==> src/rtl/mips_ctrl_pkg.sv <==
// Shared definitions for the multi-cycle MIPS control path.
// The main control FSM, the ALU-control block and the datapath all use this
// package, so the encodings below have to stay in step with all of them.
package mips_ctrl_pkg;

    // Opcodes, taken from instr[31:26]
    localparam logic [5:0] OP_RTYPE = 6'h00;
    localparam logic [5:0] OP_LW    = 6'h23;
    localparam logic [5:0] OP_SW    = 6'h2B;
    localparam logic [5:0] OP_BEQ   = 6'h04;
    localparam logic [5:0] OP_J     = 6'h02;

    // Main control states; the debug port exposes these exact values
    typedef enum logic [3:0] {
        S_FETCH     = 4'd0,
        S_DECODE    = 4'd1,
        S_MEM_ADDR  = 4'd2,
        S_MEM_READ  = 4'd3,
        S_MEM_WB    = 4'd4,
        S_MEM_WRITE = 4'd5,
        S_EXECUTE   = 4'd6,
        S_ALU_WB    = 4'd7,
        S_BRANCH    = 4'd8,
        S_JUMP      = 4'd9,
        S_ILLEGAL   = 4'd10
    } state_t;

    // ALU operation requests handed to the ALU-control block
    localparam logic [1:0] ALUOP_ADD   = 2'b00;
    localparam logic [1:0] ALUOP_SUB   = 2'b01;
    localparam logic [1:0] ALUOP_FUNCT = 2'b10;

    // ALU B operand select
    localparam logic [1:0] ALUSRCB_REG     = 2'b00;
    localparam logic [1:0] ALUSRCB_FOUR    = 2'b01;
    localparam logic [1:0] ALUSRCB_IMM     = 2'b10;
    localparam logic [1:0] ALUSRCB_IMM_SH2 = 2'b11;

    // PC source select
    localparam logic [1:0] PCSRC_ALU    = 2'b00;
    localparam logic [1:0] PCSRC_ALUOUT = 2'b01;
    localparam logic [1:0] PCSRC_JUMP   = 2'b10;

    // Loads and stores share the address-calculation state
    function automatic logic isMemOp(input logic [5:0] op);
        return (op == OP_LW) || (op == OP_SW);
    endfunction

endpackage

==> src/rtl/multi_cycle_control_if.sv <==
// Bundle of signals between the main control FSM and the multi-cycle datapath.
// master: the controller (drives the control lines, reads opcode/mem_ready).
// slave:  the datapath side (supplies opcode/mem_ready, consumes controls).
interface multi_cycle_control_if #(
    parameter int CNT_W = 32
);
    logic [5:0]       opcode;
    logic             mem_ready;
    logic             pc_write;
    logic             pc_write_cond;
    logic             i_or_d;
    logic             mem_read;
    logic             mem_write;
    logic             ir_write;
    logic             mem_to_reg;
    logic             reg_dst;
    logic             reg_write;
    logic             alu_src_a;
    logic [1:0]       alu_src_b;
    logic [1:0]       alu_op;
    logic [1:0]       pc_source;
    logic [3:0]       state;
    logic             illegal;
    logic [CNT_W-1:0] retired;

    modport master (
        input  opcode, mem_ready,
        output pc_write, pc_write_cond, i_or_d, mem_read, mem_write, ir_write,
               mem_to_reg, reg_dst, reg_write, alu_src_a, alu_src_b, alu_op,
               pc_source, state, illegal, retired
    );

    modport slave (
        output opcode, mem_ready,
        input  pc_write, pc_write_cond, i_or_d, mem_read, mem_write, ir_write,
               mem_to_reg, reg_dst, reg_write, alu_src_a, alu_src_b, alu_op,
               pc_source, state, illegal, retired
    );

endinterface

==> src/rtl/multi_cycle_control.sv <==
// Main control FSM for the multi-cycle MIPS datapath (add, sub, and, or, slt,
// lw, sw, beq and optionally j). Moore outputs per state, except that FETCH
// gates ir_write/pc_write with mem_ready so a stalled fetch writes nothing.
// Also keeps a sticky illegal-opcode flag and a retired-instruction counter.
// Optional feature: define MULTI_CYCLE_CONTROL_JUMP_EN to decode opcode 0x02
// as a jump; without it the JUMP state does not exist and 0x02 is illegal.
module multi_cycle_control
    import mips_ctrl_pkg::*;
#(
    parameter int         CNT_W    = 32,
    parameter logic [5:0] RTYPE_OP = OP_RTYPE
) (
    input  logic                  clock,
    input  logic                  clear,
    multi_cycle_control_if.master bus
);

    state_t           stateQ;
    state_t           nextState;
    logic             retireNow;
    logic             illegalQ;
    logic [CNT_W-1:0] retiredCnt;

    assign bus.state   = stateQ;
    assign bus.illegal = illegalQ;
    assign bus.retired = retiredCnt;

    // State register, sticky illegal flag and retire counter; clear abandons any in-flight instruction
    always_ff @(posedge clock) begin
        if (clear) begin
            stateQ     <= S_FETCH;
            retiredCnt <= '0;
            illegalQ   <= 1'b0;
        end else begin
            stateQ <= nextState;
            if (retireNow) begin
                retiredCnt <= retiredCnt + CNT_W'(1);
            end
            if (stateQ == S_ILLEGAL) begin
                illegalQ <= 1'b1;
            end
        end
    end

    // Next-state, retire detection and control-line decode for the current state
    always_comb begin
        nextState         = S_FETCH;
        retireNow         = 1'b0;
        bus.pc_write      = 1'b0;
        bus.pc_write_cond = 1'b0;
        bus.i_or_d        = 1'b0;
        bus.mem_read      = 1'b0;
        bus.mem_write     = 1'b0;
        bus.ir_write      = 1'b0;
        bus.mem_to_reg    = 1'b0;
        bus.reg_dst       = 1'b0;
        bus.reg_write     = 1'b0;
        bus.alu_src_a     = 1'b0;
        bus.alu_src_b     = ALUSRCB_REG;
        bus.alu_op        = ALUOP_ADD;
        bus.pc_source     = PCSRC_ALU;

        case (stateQ)
            S_FETCH: begin
                bus.mem_read  = 1'b1;
                bus.alu_src_b = ALUSRCB_FOUR;
                bus.ir_write  = bus.mem_ready;
                bus.pc_write  = bus.mem_ready;
                nextState     = bus.mem_ready ? S_DECODE : S_FETCH;
            end
            S_DECODE: begin
                bus.alu_src_b = ALUSRCB_IMM_SH2;
                if (bus.opcode == RTYPE_OP) begin
                    nextState = S_EXECUTE;
                end else if (isMemOp(bus.opcode)) begin
                    nextState = S_MEM_ADDR;
                end else if (bus.opcode == OP_BEQ) begin
                    nextState = S_BRANCH;
`ifdef MULTI_CYCLE_CONTROL_JUMP_EN
                end else if (bus.opcode == OP_J) begin
                    nextState = S_JUMP;
`endif
                end else begin
                    nextState = S_ILLEGAL;
                end
            end
            S_MEM_ADDR: begin
                bus.alu_src_a = 1'b1;
                bus.alu_src_b = ALUSRCB_IMM;
                nextState     = (bus.opcode == OP_LW) ? S_MEM_READ : S_MEM_WRITE;
            end
            S_MEM_READ: begin
                bus.mem_read = 1'b1;
                bus.i_or_d   = 1'b1;
                nextState    = bus.mem_ready ? S_MEM_WB : S_MEM_READ;
            end
            S_MEM_WB: begin
                bus.mem_to_reg = 1'b1;
                bus.reg_write  = 1'b1;
                retireNow      = 1'b1;
            end
            S_MEM_WRITE: begin
                bus.mem_write = 1'b1;
                bus.i_or_d    = 1'b1;
                nextState     = bus.mem_ready ? S_FETCH : S_MEM_WRITE;
                retireNow     = bus.mem_ready;
            end
            S_EXECUTE: begin
                bus.alu_src_a = 1'b1;
                bus.alu_op    = ALUOP_FUNCT;
                nextState     = S_ALU_WB;
            end
            S_ALU_WB: begin
                bus.reg_dst   = 1'b1;
                bus.reg_write = 1'b1;
                retireNow     = 1'b1;
            end
            S_BRANCH: begin
                bus.alu_src_a     = 1'b1;
                bus.alu_op        = ALUOP_SUB;
                bus.pc_write_cond = 1'b1;
                bus.pc_source     = PCSRC_ALUOUT;
                retireNow         = 1'b1;
            end
`ifdef MULTI_CYCLE_CONTROL_JUMP_EN
            S_JUMP: begin
                bus.pc_write  = 1'b1;
                bus.pc_source = PCSRC_JUMP;
                retireNow     = 1'b1;
            end
`endif
            S_ILLEGAL: begin
                nextState = S_FETCH;
            end
            default: begin
                nextState = S_FETCH;
            end
        endcase

        if (clear) begin
            bus.pc_write      = 1'b0;
            bus.pc_write_cond = 1'b0;
            bus.ir_write      = 1'b0;
            bus.reg_write     = 1'b0;
            bus.mem_read      = 1'b0;
            bus.mem_write     = 1'b0;
        end
    end

endmodule
==> src/flat_wrapper.sv <==
// flat-port wrapper written by rule: the top's interface ports become plain ports
module multi_cycle_control_flat import mips_ctrl_pkg::*;
#(
    parameter int         CNT_W    = 32,
    parameter logic [5:0] RTYPE_OP = OP_RTYPE
)
  (clock, clear, bus_opcode, bus_mem_ready, bus_pc_write, bus_pc_write_cond, bus_i_or_d, bus_mem_read, bus_mem_write, bus_ir_write, bus_mem_to_reg, bus_reg_dst, bus_reg_write, bus_alu_src_a, bus_alu_src_b, bus_alu_op, bus_pc_source, bus_state, bus_illegal, bus_retired);
  multi_cycle_control_if #(.CNT_W(CNT_W)) bus_i ();
  input  logic clock;
  input  logic clear;
  input wire logic [$bits(bus_i.opcode)-1:0] bus_opcode;
  input wire logic [$bits(bus_i.mem_ready)-1:0] bus_mem_ready;
  output wire logic [$bits(bus_i.pc_write)-1:0] bus_pc_write;
  output wire logic [$bits(bus_i.pc_write_cond)-1:0] bus_pc_write_cond;
  output wire logic [$bits(bus_i.i_or_d)-1:0] bus_i_or_d;
  output wire logic [$bits(bus_i.mem_read)-1:0] bus_mem_read;
  output wire logic [$bits(bus_i.mem_write)-1:0] bus_mem_write;
  output wire logic [$bits(bus_i.ir_write)-1:0] bus_ir_write;
  output wire logic [$bits(bus_i.mem_to_reg)-1:0] bus_mem_to_reg;
  output wire logic [$bits(bus_i.reg_dst)-1:0] bus_reg_dst;
  output wire logic [$bits(bus_i.reg_write)-1:0] bus_reg_write;
  output wire logic [$bits(bus_i.alu_src_a)-1:0] bus_alu_src_a;
  output wire logic [$bits(bus_i.alu_src_b)-1:0] bus_alu_src_b;
  output wire logic [$bits(bus_i.alu_op)-1:0] bus_alu_op;
  output wire logic [$bits(bus_i.pc_source)-1:0] bus_pc_source;
  output wire logic [$bits(bus_i.state)-1:0] bus_state;
  output wire logic [$bits(bus_i.illegal)-1:0] bus_illegal;
  output wire logic [$bits(bus_i.retired)-1:0] bus_retired;
  assign bus_i.opcode = bus_opcode;
  assign bus_i.mem_ready = bus_mem_ready;
  assign bus_pc_write = bus_i.pc_write;
  assign bus_pc_write_cond = bus_i.pc_write_cond;
  assign bus_i_or_d = bus_i.i_or_d;
  assign bus_mem_read = bus_i.mem_read;
  assign bus_mem_write = bus_i.mem_write;
  assign bus_ir_write = bus_i.ir_write;
  assign bus_mem_to_reg = bus_i.mem_to_reg;
  assign bus_reg_dst = bus_i.reg_dst;
  assign bus_reg_write = bus_i.reg_write;
  assign bus_alu_src_a = bus_i.alu_src_a;
  assign bus_alu_src_b = bus_i.alu_src_b;
  assign bus_alu_op = bus_i.alu_op;
  assign bus_pc_source = bus_i.pc_source;
  assign bus_state = bus_i.state;
  assign bus_illegal = bus_i.illegal;
  assign bus_retired = bus_i.retired;
  multi_cycle_control #(.CNT_W(CNT_W), .RTYPE_OP(RTYPE_OP)) u_core (.clock(clock), .clear(clear), .bus(bus_i));
endmodule
==> config.mk <==
export PLATFORM = sky130hd
export DESIGN_NAME = multi_cycle_control_flat
export DESIGN_NICKNAME = d
export VERILOG_FILES = /design/src/rtl/mips_ctrl_pkg.sv /design/src/rtl/multi_cycle_control_if.sv /design/src/rtl/multi_cycle_control.sv /design/src/flat_wrapper.sv
export SDC_FILE = /design/constraint.sdc
export NUM_CORES = 1
export LEC_CHECK = 0
export ABC_AREA = 1
export BUFFER_PORTS_ARGS = -buffer_cell sky130_fd_sc_hd__buf_2
export CAP_MARGIN = 20
export CORE_MARGIN = 4
export CORE_UTILIZATION = 45
export CTS_CLUSTER_DIAMETER = 30
export DETAILED_ROUTE_END_ITERATION = 10
export HOLD_SLACK_MARGIN = 0.12
export PLACE_DENSITY_LB_ADDON = 0.1
export REMOVE_ABC_BUFFERS = 1
export SYNTH_ARGS = -nofsm -noshare
export SYNTH_HDL_FRONTEND = slang
export SYNTH_SLANG_ARGS = --single-unit
==> constraint.sdc <==
create_clock -name clock -period 1.7 [get_ports clock]
set_input_delay 0 -clock clock [delete_from_list [all_inputs] [get_ports clock]]
set_output_delay 0 -clock clock [all_outputs]
set_load 0.02 [all_outputs]
==> flow_metrics.tcl <==
set metrics [dict create \
    status "finished clean" \
    route.detailed.drc 0 \
    initial_utilization 0.471 \
    synth_top_family_by_area "simple AND/OR/NAND/NOR gates" \
    synth-edff-count 0 \
    clockBufferDepth 2 \
    synth_top_area_share 0.327 \
    syn2layout_area_growth_pct 27.2 \
    port_buffers 60 \
    h-tree-depth 2 \
    grtUsageMet2 0.338 \
    grtUsageTotal 0.202 \
    postRouteAntennaNets 0 \
    synth_top_cells_by_area "dfxtp_1 (33%), nand2_1 (16%), nor2_1 (14%)" \
    yosys.cell_types.count 26 \
    die_h_um 79 \
    cts.reportedPaths.clkPinSlew_ns 0.08 \
    required_ns 1.93 \
    hp-class "input pin to flop" \
    synth_compound_area_frac 0.0695 \
    ys_seq_area_frac 0.327 \
    grt_pass1_vias 2282 \
    cp-end-kind "flop" \
    grt_max_degree 33 \
    min_period_ns 1.58 \
    die-area_um2 6240 \
    num_vias 2578 \
    drtIter0Drc 199 \
    cts_made_buffers 5 \
    insertion_delay_ns 0.29 \
    synth_most_common_cell "nand2_1" \
    met1_usage 0.265 \
    place_congestion 0.928 \
    cp_max_fo 5 \
    seqPwrFrac 0.464 \
    fmax_mhz 634 \
    fillers 512 \
    synthCells 386 \
    synth_area_leader_cell "dfxtp_1" \
    tritoncts "done" \
    finalNetCount 468 \
    netlist_area_um2 2270 \
    sw_frac_of_total 0.294 \
    final-hold-violation-count 0 \
    synthTopCellsByCount "nand2_1 (98), nor2_1 (84), inv_1 (53)" \
    core_area_um2 4820 \
    n_antenna_cell 0 \
    cap_violations 0 \
    tns_ns 0 \
    async_flop_share 0 \
    synth_adder_area_share 0.00552 \
    criticalPathCategory "flop to flop" \
    placed_cells 510 \
    setup_viol 0 \
    dpl-instance-area_um2 2660 \
    synthMuxAreaShare 0 \
    instances_no_fill 526 \
    internal-power_mw 1.37 \
    p_switching_uw 571 \
    wl_per_cell_um 11.7 \
    fp-row-count 25 \
    p_leak_nw 1.39 \
    vdd_drop_max_uv 475 \
    drtPass1Iterations 5 \
    clock_power_share 0.357 \
    clock-sinks 37 \
    synth_ff_type "dfxtp_1" \
    report.power.total_mw 1.94 \
    cts_root_buf "clkbuf_8" \
    dp_hpwl_um 4420 \
    synth-simple-area-share 0.469 \
    synth-xor-area-share 0.00386 \
    synth_seq_cells 37 \
    gr-max-usage-layer "met2" \
    slew_violations 0 \
    grt_pass1_wl_um 10200 \
    power_density_nw_per_um2 672 \
    pin_count 62 \
    drive_above_1_share 0.211 \
    viasPerCell 4.90 \
    yosysWarnings 0 \
    synth_area_per_cell_um2 5.88 \
    antenna_found_initial 0 \
    final_area_um2 2890 \
    die_w_um 79 \
    start_kind "flop" \
    wirelength_um 6170 \
    grt_overflow 0 \
    comb_power_share 0.179 \
    fin_crit_sh 0.927 \
    skew_ns 0.00826 \
    use_met3 0.0363 \
    worstPathArrival_ns 1.80 \
]
==> final cells by class <==
cell class,count,area (um^2),area share
Multi-Input combinational cell,284,1300,0.451
Sequential cell,37,742,0.257
Timing Repair Buffer,76,455,0.158
Inverter,54,203,0.0703
Clock buffer,7,96.3,0.0334
Tap cell,67,83.8,0.0291
Clock inverter,1,5.00,0.00173
==> metal layers <==
| metal | share of wire | up-vias | wire (um) |
|---|---|---|---|
| li1 | - | 1355 | - |
| met1 | 0.47 | 1143 | 2890 |
| met2 | 0.46 | 74 | 2850 |
| met3 | 0.058 | 6 | 356 |
| met4 | 0.012 | 0 | 73 |
| met5 | 0 | - | 0 |
==> worst max-delay path: stages, from the launching register on <==
cell     delay, ns
dfxtp_1       0.34
ha_2          0.21
nand3_1       0.14
nor2_4        0.16
nand2_4       0.11
nor2_4        0.11
buf_4         0.14
nand3_1       0.08
nand2_1       0.06
inv_1         0.03
nor2_1        0.11
==> metrics by stage <==
stage	hold slack [ns]	utilization	setup WS [ns]
after floorplan	0.0691	-	-0.259
after detailed placement	0.362	0.552	0.0846
after global routing	0.197	0.599	-0.00798
final	0.143	0.599	0.124
after global placement	0.355	0.552	0.111
after CTS	0.128	0.584	0.0647
==> registers in the layout, indices dropped and copies added, names as in the netlist <==
signal	cells
u_core.bus.retired	32
u_core.bus.state	4
u_core.bus.illegal	1
==> logic make-up (layout without fill, tap and decap cells) <==
group                    Yosys count  in the layout
AO/OA/AOI/OAI                     30             30
XOR/XNOR                           1              1
other                              1              1
AND/OR/NAND/NOR                  251            251
adder cells (fa/ha/maj)            1              1
buffers and inverters             65            138
flip-flops                        37             37
==> layout by cell type (no fill, tap or decap), types with 5 or more instances in the layout <==
cell and n:
nand3_1 41, nand2_1 97, inv_1 53, nor2_4 5
a21oi_1 17, nand4_1 11, o21ai_0 7, dlygate4sd3_1 5
clkbuf_8 7, buf_2 61, nor2_2 8, dfxtp_1 36
nor3_1 7, nor2_1 77, buf_4 8
==> power groups by stage <==
| stage | Sequential [mW] | Combinational (mW) | Clock, mW |
|---|---|---|---|
| after floorplan | 0.937 | 0.178 | 0 |
| after global placement | 0.917 | 0.330 | 0 |
| after detailed placement | 0.917 | 0.332 | 0 |
| after CTS | 0.897 | 0.340 | 0.709 |
| after global routing | 0.903 | 0.383 | 0.743 |
| final | 0.900 | 0.347 | 0.692 |
==> what timing repair did <==
item	in CTS	in global routing
hold endpoints to repair	10	0
resized for setup	0	16
setup endpoints to repair	0	12
hold buffers	5	0
buffers inserted	0	3
==> path summary, 6_finish.rpt <==
check | end | cells after the start | slack (ns) | from
setup / recovery | u_core.bus.retired[30] | 10 | 0.12 | u_core.bus.retired[0]
hold / removal | u_core.bus.state[0] | 5 | 0.14 | bus_mem_ready
setup reg to reg | u_core.bus.retired[30] | 10 | 0.12 | u_core.bus.retired[0]
hold reg to reg | u_core.bus.illegal | 2 | 0.48 | u_core.bus.illegal
No activity file was read; power rests on OpenSTA's default activity.
